$ cat config.mk
export PLATFORM = sky130hd
export DESIGN_NAME = clock_divider_bank_flat
export DESIGN_NICKNAME = d
export VERILOG_FILES = /design/src/rtl/clock_divider_bank_if.sv /design/src/rtl/clock_divider_bank.sv /design/src/flat_wrapper.sv
export SDC_FILE = /design/constraint.sdc
export NUM_CORES = 1
export LEC_CHECK = 0
export CORE_UTILIZATION = 35
export DETAILED_ROUTE_END_ITERATION = 10
export SETUP_SLACK_MARGIN = 0.05
export SYNTH_ARGS = -nofsm -noshare
export SYNTH_HDL_FRONTEND = slang
export SYNTH_SLANG_ARGS = --single-unit
$ cat constraint.sdc
create_clock -name CLKIn -period 4.2 [get_ports CLKIn]
set_input_delay 0.63 -clock CLKIn [delete_from_list [all_inputs] [get_ports CLKIn]]
set_output_delay 0.63 -clock CLKIn [all_outputs]
set_load 0.005 [all_outputs]
$ cat src/rtl/clock_divider_bank_if.sv
// Control, load bus and divided outputs of the clock divider bank.
interface clock_divider_bank_if #(
    parameter int unsigned NUM_CH = 4,
    parameter int unsigned CNT_W  = 32
);
    localparam int unsigned CH_W = (NUM_CH > 1) ? $clog2(NUM_CH) : 1;

    logic [NUM_CH-1:0] Enable;
    logic              Sync;
    logic              LoadEn;
    logic [CH_W-1:0]   LoadCh;
    logic [CNT_W-1:0]  LoadHalf;
    logic [NUM_CH-1:0] CLKOut;
    logic [NUM_CH-1:0] Tick;

    modport master (
        output Enable, Sync, LoadEn, LoadCh, LoadHalf,
        input  CLKOut, Tick
    );

    modport slave (
        input  Enable, Sync, LoadEn, LoadCh, LoadHalf,
        output CLKOut, Tick
    );
endinterface

$ cat src/rtl/clock_divider_bank.sv
// Multi-channel programmable clock divider: per-channel 50% duty square wave,
// one-cycle tick per period, glitch-free divisor reloads, global phase align.
module clock_divider_bank #(
    parameter int unsigned NUM_CH       = 4,
    parameter int unsigned CNT_W        = 32,
    parameter int unsigned DEFAULT_HALF = 25000000
) (
    input  logic                 CLKIn,
    input  logic                 Reset,
    clock_divider_bank_if.slave  Bus
);
    localparam int unsigned CH_W = (NUM_CH > 1) ? $clog2(NUM_CH) : 1;

    typedef enum logic {
        ST_IDLE,
        ST_RUN
    } ch_state_t;

    ch_state_t         state_q [NUM_CH];
    ch_state_t         state_d [NUM_CH];

    logic [CNT_W-1:0]  count_q [NUM_CH];
    logic [CNT_W-1:0]  count_d [NUM_CH];
    logic [CNT_W-1:0]  half_q  [NUM_CH];
    logic [CNT_W-1:0]  half_d  [NUM_CH];
    logic [CNT_W-1:0]  pend_q  [NUM_CH];
    logic [CNT_W-1:0]  pend_d  [NUM_CH];
    logic [CNT_W-1:0]  cur_cnt [NUM_CH];
    logic [NUM_CH-1:0] pendv_q, pendv_d;
    logic [NUM_CH-1:0] clk_q, clk_d;
    logic [NUM_CH-1:0] tick_q, tick_d;
    logic [NUM_CH-1:0] ld_hit;
    logic [CNT_W-1:0]  load_val;

    // Channel run state register.
    always_ff @(posedge CLKIn) begin
        for (int unsigned i = 0; i < NUM_CH; i++) begin
            if (Reset) state_q[i] <= ST_IDLE;
            else       state_q[i] <= state_d[i];
        end
    end

    // Next state follows the per-channel enable.
    always_comb begin
        for (int unsigned i = 0; i < NUM_CH; i++) begin
            state_d[i] = Bus.Enable[i] ? ST_RUN : ST_IDLE;
        end
    end

    // Per-channel counter, divisor and output next-value logic.
    // A load landing on a cycle that also applies the divisor (idle, sync or
    // terminal count) bypasses Pend and writes Half directly.
    always_comb begin
        load_val = (Bus.LoadHalf == '0) ? CNT_W'(1) : Bus.LoadHalf;
        ld_hit   = '0;
        pendv_d  = pendv_q;
        clk_d    = clk_q;
        tick_d   = '0;
        for (int unsigned i = 0; i < NUM_CH; i++) begin
            ld_hit[i]  = Bus.LoadEn && (Bus.LoadCh == CH_W'(i));
            cur_cnt[i] = (state_q[i] == ST_IDLE) ? '0 : count_q[i];
            count_d[i] = count_q[i];
            half_d[i]  = half_q[i];
            pend_d[i]  = pend_q[i];

            if ((state_d[i] == ST_IDLE) || Bus.Sync ||
                (cur_cnt[i] == half_q[i] - CNT_W'(1))) begin
                count_d[i] = '0;
                pendv_d[i] = 1'b0;
                if (ld_hit[i])       half_d[i] = load_val;
                else if (pendv_q[i]) half_d[i] = pend_q[i];

                if (state_d[i] == ST_IDLE || Bus.Sync) begin
                    clk_d[i] = 1'b0;
                end else begin
                    clk_d[i]  = ~clk_q[i];
                    tick_d[i] = ~clk_q[i];
                end
            end else begin
                count_d[i] = cur_cnt[i] + CNT_W'(1);
                if (ld_hit[i]) begin
                    pend_d[i]  = load_val;
                    pendv_d[i] = 1'b1;
                end
            end
        end
    end

    // Datapath registers.
    always_ff @(posedge CLKIn) begin
        if (Reset) begin
            pendv_q <= '0;
            clk_q   <= '0;
            tick_q  <= '0;
        end else begin
            pendv_q <= pendv_d;
            clk_q   <= clk_d;
            tick_q  <= tick_d;
        end
        for (int unsigned i = 0; i < NUM_CH; i++) begin
            if (Reset) begin
                count_q[i] <= '0;
                half_q[i]  <= CNT_W'(DEFAULT_HALF);
                pend_q[i]  <= '0;
            end else begin
                count_q[i] <= count_d[i];
                half_q[i]  <= half_d[i];
                pend_q[i]  <= pend_d[i];
            end
        end
    end

    assign Bus.CLKOut = clk_q;
    assign Bus.Tick   = tick_q;
endmodule

$ cat src/flat_wrapper.sv
// flat-port wrapper written by rule: the top's interface ports become plain ports
module clock_divider_bank_flat 
#(
    parameter int unsigned NUM_CH       = 4,
    parameter int unsigned CNT_W        = 32,
    parameter int unsigned DEFAULT_HALF = 25000000
)
  (CLKIn, Reset, Bus_Enable, Bus_Sync, Bus_LoadEn, Bus_LoadCh, Bus_LoadHalf, Bus_CLKOut, Bus_Tick);
  clock_divider_bank_if #(.NUM_CH(NUM_CH), .CNT_W(CNT_W)) Bus_i ();
  input  logic CLKIn;
  input  logic Reset;
  input wire logic [$bits(Bus_i.Enable)-1:0] Bus_Enable;
  input wire logic [$bits(Bus_i.Sync)-1:0] Bus_Sync;
  input wire logic [$bits(Bus_i.LoadEn)-1:0] Bus_LoadEn;
  input wire logic [$bits(Bus_i.LoadCh)-1:0] Bus_LoadCh;
  input wire logic [$bits(Bus_i.LoadHalf)-1:0] Bus_LoadHalf;
  output wire logic [$bits(Bus_i.CLKOut)-1:0] Bus_CLKOut;
  output wire logic [$bits(Bus_i.Tick)-1:0] Bus_Tick;
  assign Bus_i.Enable = Bus_Enable;
  assign Bus_i.Sync = Bus_Sync;
  assign Bus_i.LoadEn = Bus_LoadEn;
  assign Bus_i.LoadCh = Bus_LoadCh;
  assign Bus_i.LoadHalf = Bus_LoadHalf;
  assign Bus_CLKOut = Bus_i.CLKOut;
  assign Bus_Tick = Bus_i.Tick;
  clock_divider_bank #(.NUM_CH(NUM_CH), .CNT_W(CNT_W), .DEFAULT_HALF(DEFAULT_HALF)) u_core (.CLKIn(CLKIn), .Reset(Reset), .Bus(Bus_i));
endmodule
# After elaboration in Yosys (flattened, before gate mapping)
# Memories as Yosys holds them, arrays and structs flattened.
# Index checks and enable logic that the tools add are counted.
# word_totals
output_inout_bits	8
reg_bits	12
ramBits	388
memories	4
# memory_table
memory	depth	width	rd	rd_ports_with_merged_regs	write_ports	line	text
u_core.count_q	4	32	4	0	4	clock_divider_bank.sv:22	logic [CNT_W-1:0] count_q [NUM_CH];
u_core.half_q	4	32	4	0	4	clock_divider_bank.sv:24	logic [CNT_W-1:0] half_q [NUM_CH];
u_core.pend_q	4	32	4	0	4	clock_divider_bank.sv:26	logic [CNT_W-1:0] pend_q [NUM_CH];
u_core.state_q	4	1	4	0	4	clock_divider_bank.sv:19	ch_state_t state_q [NUM_CH];
# classes
add_sub_neg	8
muxes	56
bitwise	28
n_reduce_logical	22
n_eq_ne	7
# ops
operator	n
$mux W32	41
$add A32 B1 Y32 const B	4
$eq A32 B32 Y1	4
$sub A32 B1 Y32 const B	4
$logic_not A32 Y1	1
$or A1 B1 Y1	16
$reduce_or A2 Y1	8
$mux W1	15
$not A1 Y1	12
$logic_or A1 B1 Y1	8
$eq A2 B2 Y1 const B	2
$logic_and A1 B1 Y1	4
$eq A2 B1 Y1 const B	1
$logic_not A2 Y1	1

# Depth between registers and ports, before layout
# logic_depth
word_depth	6
depth_mapped	17

# Least setup slack after synthesis
# No wires, ideal clock.
# synth_timing
path_type	reg-to-reg
startpoint	mem u_core.half_q[2][5]
endpoint	mem u_core.pend_q[2][12]
stages_incl_launch_ff	14
slack_ns	0.487
n_path_buf	4
t_required_ns	4.084
arrival_time_ns	3.597
path_cell_list	dfxtp_1 > or4_1 > buf_2 > or4_1 > clkbuf_1 > nor4b_1 > xnor2_1 > nand4_1 > or4_1 > o31ai_2 > buf_6 > buf_4 > nor3_1 > a31o_2
# synth_lines
item	line
from (decl)	clock_divider_bank.sv:24
to (decl)	clock_divider_bank.sv:26

==> qor.yml <==
outcome: "complete, no violations"
start_util_pct: 35.7
yosysTopAreaCellShare_pct: 34.6
synth_top_area_cell: "dfxtp_1"
wl_mm: 74.5
grt_pass1_wl_mm: 115
ant_nets: 0
p_int_mw: 6.98
p_clk_share_pct: 46.4
reg2reg_slack_ns: 0.26
cts_hold_buf: 0
fmax_mhz: 254
synthArstFlopShare_pct: 0
synthFlopType: "dfxtp_1"
core_sq_um: 64900
grt_overflow: 0
path_delay_family: "simple AND/OR/NAND/NOR gates"
rows: 93
viasPerCell: 5.82
end_kind: "flip-flop"
setup_viol: 0
crit_buf_inv: 2
synth_area_leaders: "dfxtp_1 (35%), xor2_1 (4.8%), xnor2_1 (4.7%)"
min_period_over_period_pct: 93.8
syn_area_sq_um: 23200
cts-root-buf: "clkbuf_16"
grt_pass1_vias: 20303
syn_inst: 2808
fin_area_sq_um: 26800
fin_tns_setup_ns: 0
grt_max_degree: 86
tightest_slew_ns: 1.10
fillers: 6542
post-dp-hpwl_mm: 53.2
area_growth_pct: 15.7
drt_iter0_markers: 1807
regToRegEndpoint: "u_core.half_q[2][0]"
drc: 0
drv_cap: 0
cpPeakStageDelay_ns: 0.57
rsz0062_at_grt: "false"
hold_violations: 0
hold_depth: 2
drive_gt1_share_pct: 13.6
yosys_warnings: 0
cts_buffers: 47
grt_antenna_before_repair: 2
cp.required_ns: 4.67
path_cells: "inv_1, ha_2, or4b_4, or3_4, or4_1, o21ai_2, nand4_1, or4_4, o31ai_4, buf_12, nand2_2, mux2_1"
ioPinCount: 50
fin_skew_ns: 0.0249
yosysMostFrequentCell: "dfxtp_1"
switching_share_pct: 26.1
clk_latency_ns: 0.60
min_from: "Reset"
avgSynthCellArea_sq_um: 8.25
vdd_drop_max_mv: 0.254
route.vias.total: 21525
holdPathEnd: "u_core.state_q[1]"
netSwitchingPower_mw: 2.46
gp_congestion: 0.971
fin_nets: 2859
ys_seq_area_share_pct: 34.6
power_frac_comb_pct: 11.1
clock_path_buffers: 3
p_seq_share_pct: 42.5
cp-start-kind: "flip-flop"
placed_area_sq_um: 24900
reg2regPathDepth: 12
cts.reportedPaths.clkPinSlew_ns: 0.06
cts_tree: "yes"
critPathSlowestCell: "or4_4"
relSlewSlack_pct: 25.9
dieArea_sq_um: 67200
antenna_cells: 0
drtPass1Iterations: 6
synth_seq_cells: 400
cts.sinks: 400
path_class: "flip-flop to flip-flop"
maxSlewViolCount: 0
fp.dieH_microns: 259
gr-usage-all-layers_pct: 21.5
synth_nets: 2858
crit_fanout: 7
power_mw: 9.44
synth_enable_flop_cells: 0
synth.distinct_cells: 93
worstPathArrival_ns: 4.40
die_width_microns: 259
fin_crit_ns: 3.94
leakagePower_nw: 9.14
p_per_area_nw_per_um2: 352
wire_per_inst_microns: 20.1
hp-class: "input pin to flip-flop"
synth_top_cells_by_count: "dfxtp_1 (400), nand2_1 (265), nor2_1 (254)"
r2r-start: "u_core.half_q[2][0]"
io_buffers: 49
htreeDepth: 2
==> metrics by stage <==
step | worst slack, ns | std cells | util (%) | hold WS (ns)
after floorplan | 0.487 | 2808 | - | 0.444
after global placement | 0.171 | 3607 | 38.4 | 0.454
after detailed placement | 0.119 | 3607 | 38.4 | 0.462
after CTS | 0.0920 | 3690 | 40.9 | 0.384
after global routing | 0.0536 | 3698 | 41.3 | 0.413
final | 0.262 | 3698 | 41.3 | 0.424
==> flip-flops by register name (all words and copies together) (netlist names) <==
register and count:
u_core.pend_q 128, u_core.state_q 4, u_core.Bus.CLKOut 4, u_core.Bus.Tick 4, u_core.half_q 128, u_core.pendv_q 4
u_core.count_q 128
==> cells in the final DEF, fill, tap and decap left out, types with 17 or more instances in the layout <==
master,n
a311oi_1,23
o22ai_1,17
a211oi_1,53
clkdlybuf4s50_1,48
or4_1,23
and2_1,30
nand2_1,265
nor4_1,65
buf_4,97
and3_1,40
or3_1,37
and4_1,25
nand3_1,64
inv_1,42
xor2_1,127
a21oi_1,100
mux2i_1,101
buf_12,21
nor3_1,184
dfxtp_1,398
nand4_1,52
mux2_2,24
nor2_1,254
nand3b_1,36
clkbuf_16,52
a31o_2,97
o21ai_0,88
xnor2_1,125
==> power groups by stage <==
| stage | Clock, mW | Sequential, mW | Combinational [mW] |
|---|---|---|---|
| floorplan | 0 | 4.03 | 0.663 |
| detailed placement | 0 | 4.09 | 1.00 |
| CTS | 4.46 | 4.01 | 1.01 |
| global route | 4.62 | 4.02 | 1.13 |
| finish | 4.38 | 4.01 | 1.05 |
| global placement | 0 | 4.09 | 0.989 |
==> how the worst max path moves through the flow <==
| stage | cells after the start | slack (ns) | start | endpoint |
|---|---|---|---|---|
| after floorplan | 13 | 0.49 | u_core.half_q[2][5] | u_core.pend_q[2][12] |
| after global placement | 12 | 0.17 | u_core.half_q[2][0] | u_core.half_q[2][0] |
| after detailed placement | 11 | 0.12 | u_core.half_q[2][6] | u_core.pend_q[2][0] |
| after CTS | 13 | 0.09 | u_core.half_q[0][0] | u_core.half_q[0][4] |
| after global routing | 13 | 0.05 | u_core.half_q[0][0] | u_core.half_q[0][23] |
| final | 12 | 0.26 | u_core.half_q[2][0] | u_core.half_q[2][0] |
==> what timing repair did <==
action                     in CTS  in global routing
resized for setup               0                 22
setup buffers                   0                  4
setup endpoints to repair       0                193
==> cells by family (layout without fill, tap and decap cells) <==
logic type / after synthesis / after routing / share of synthesized area [%]
adders and majority gates: 8 / 8 / 0.432
xor gates and xnor gates: 261 / 261 / 10.4
and+or+nand+nor: 1186 / 1186 / 26.5
DFF: 400 / 400 / 34.6
buffers and inverters: 263 / 298 / 4.80
AOI/OAI and AO/OA: 564 / 564 / 17.7
muxes: 126 / 126 / 5.58
==> per-layer routing <==
layer  part of all wire, %  vias up  global-route usage (%)  wire length (microns)
met5                     0        -                       0                      0
met4                   2.2        0                    6.00                   1670
met3                   6.7      106                    4.17                   5010
met2                    46      608                    34.6                  34000
met1                    45    10560                    29.2                  33800
li1                      -    10251                       -                      -
==> cell type report <==
type                       instances  area, sq um  share of cell area [%]
clock buffer                      68         1370                    5.10
sequential                       400         8010                    29.9
clock inverter                    15          274                    1.02
multi-input combinational       2145        14200                    52.9
inverter                          43          164                   0.611
timing repair buffer             172         1750                    6.53
tap                              855         1070                    3.99
(Power assumes the default switching activity.)
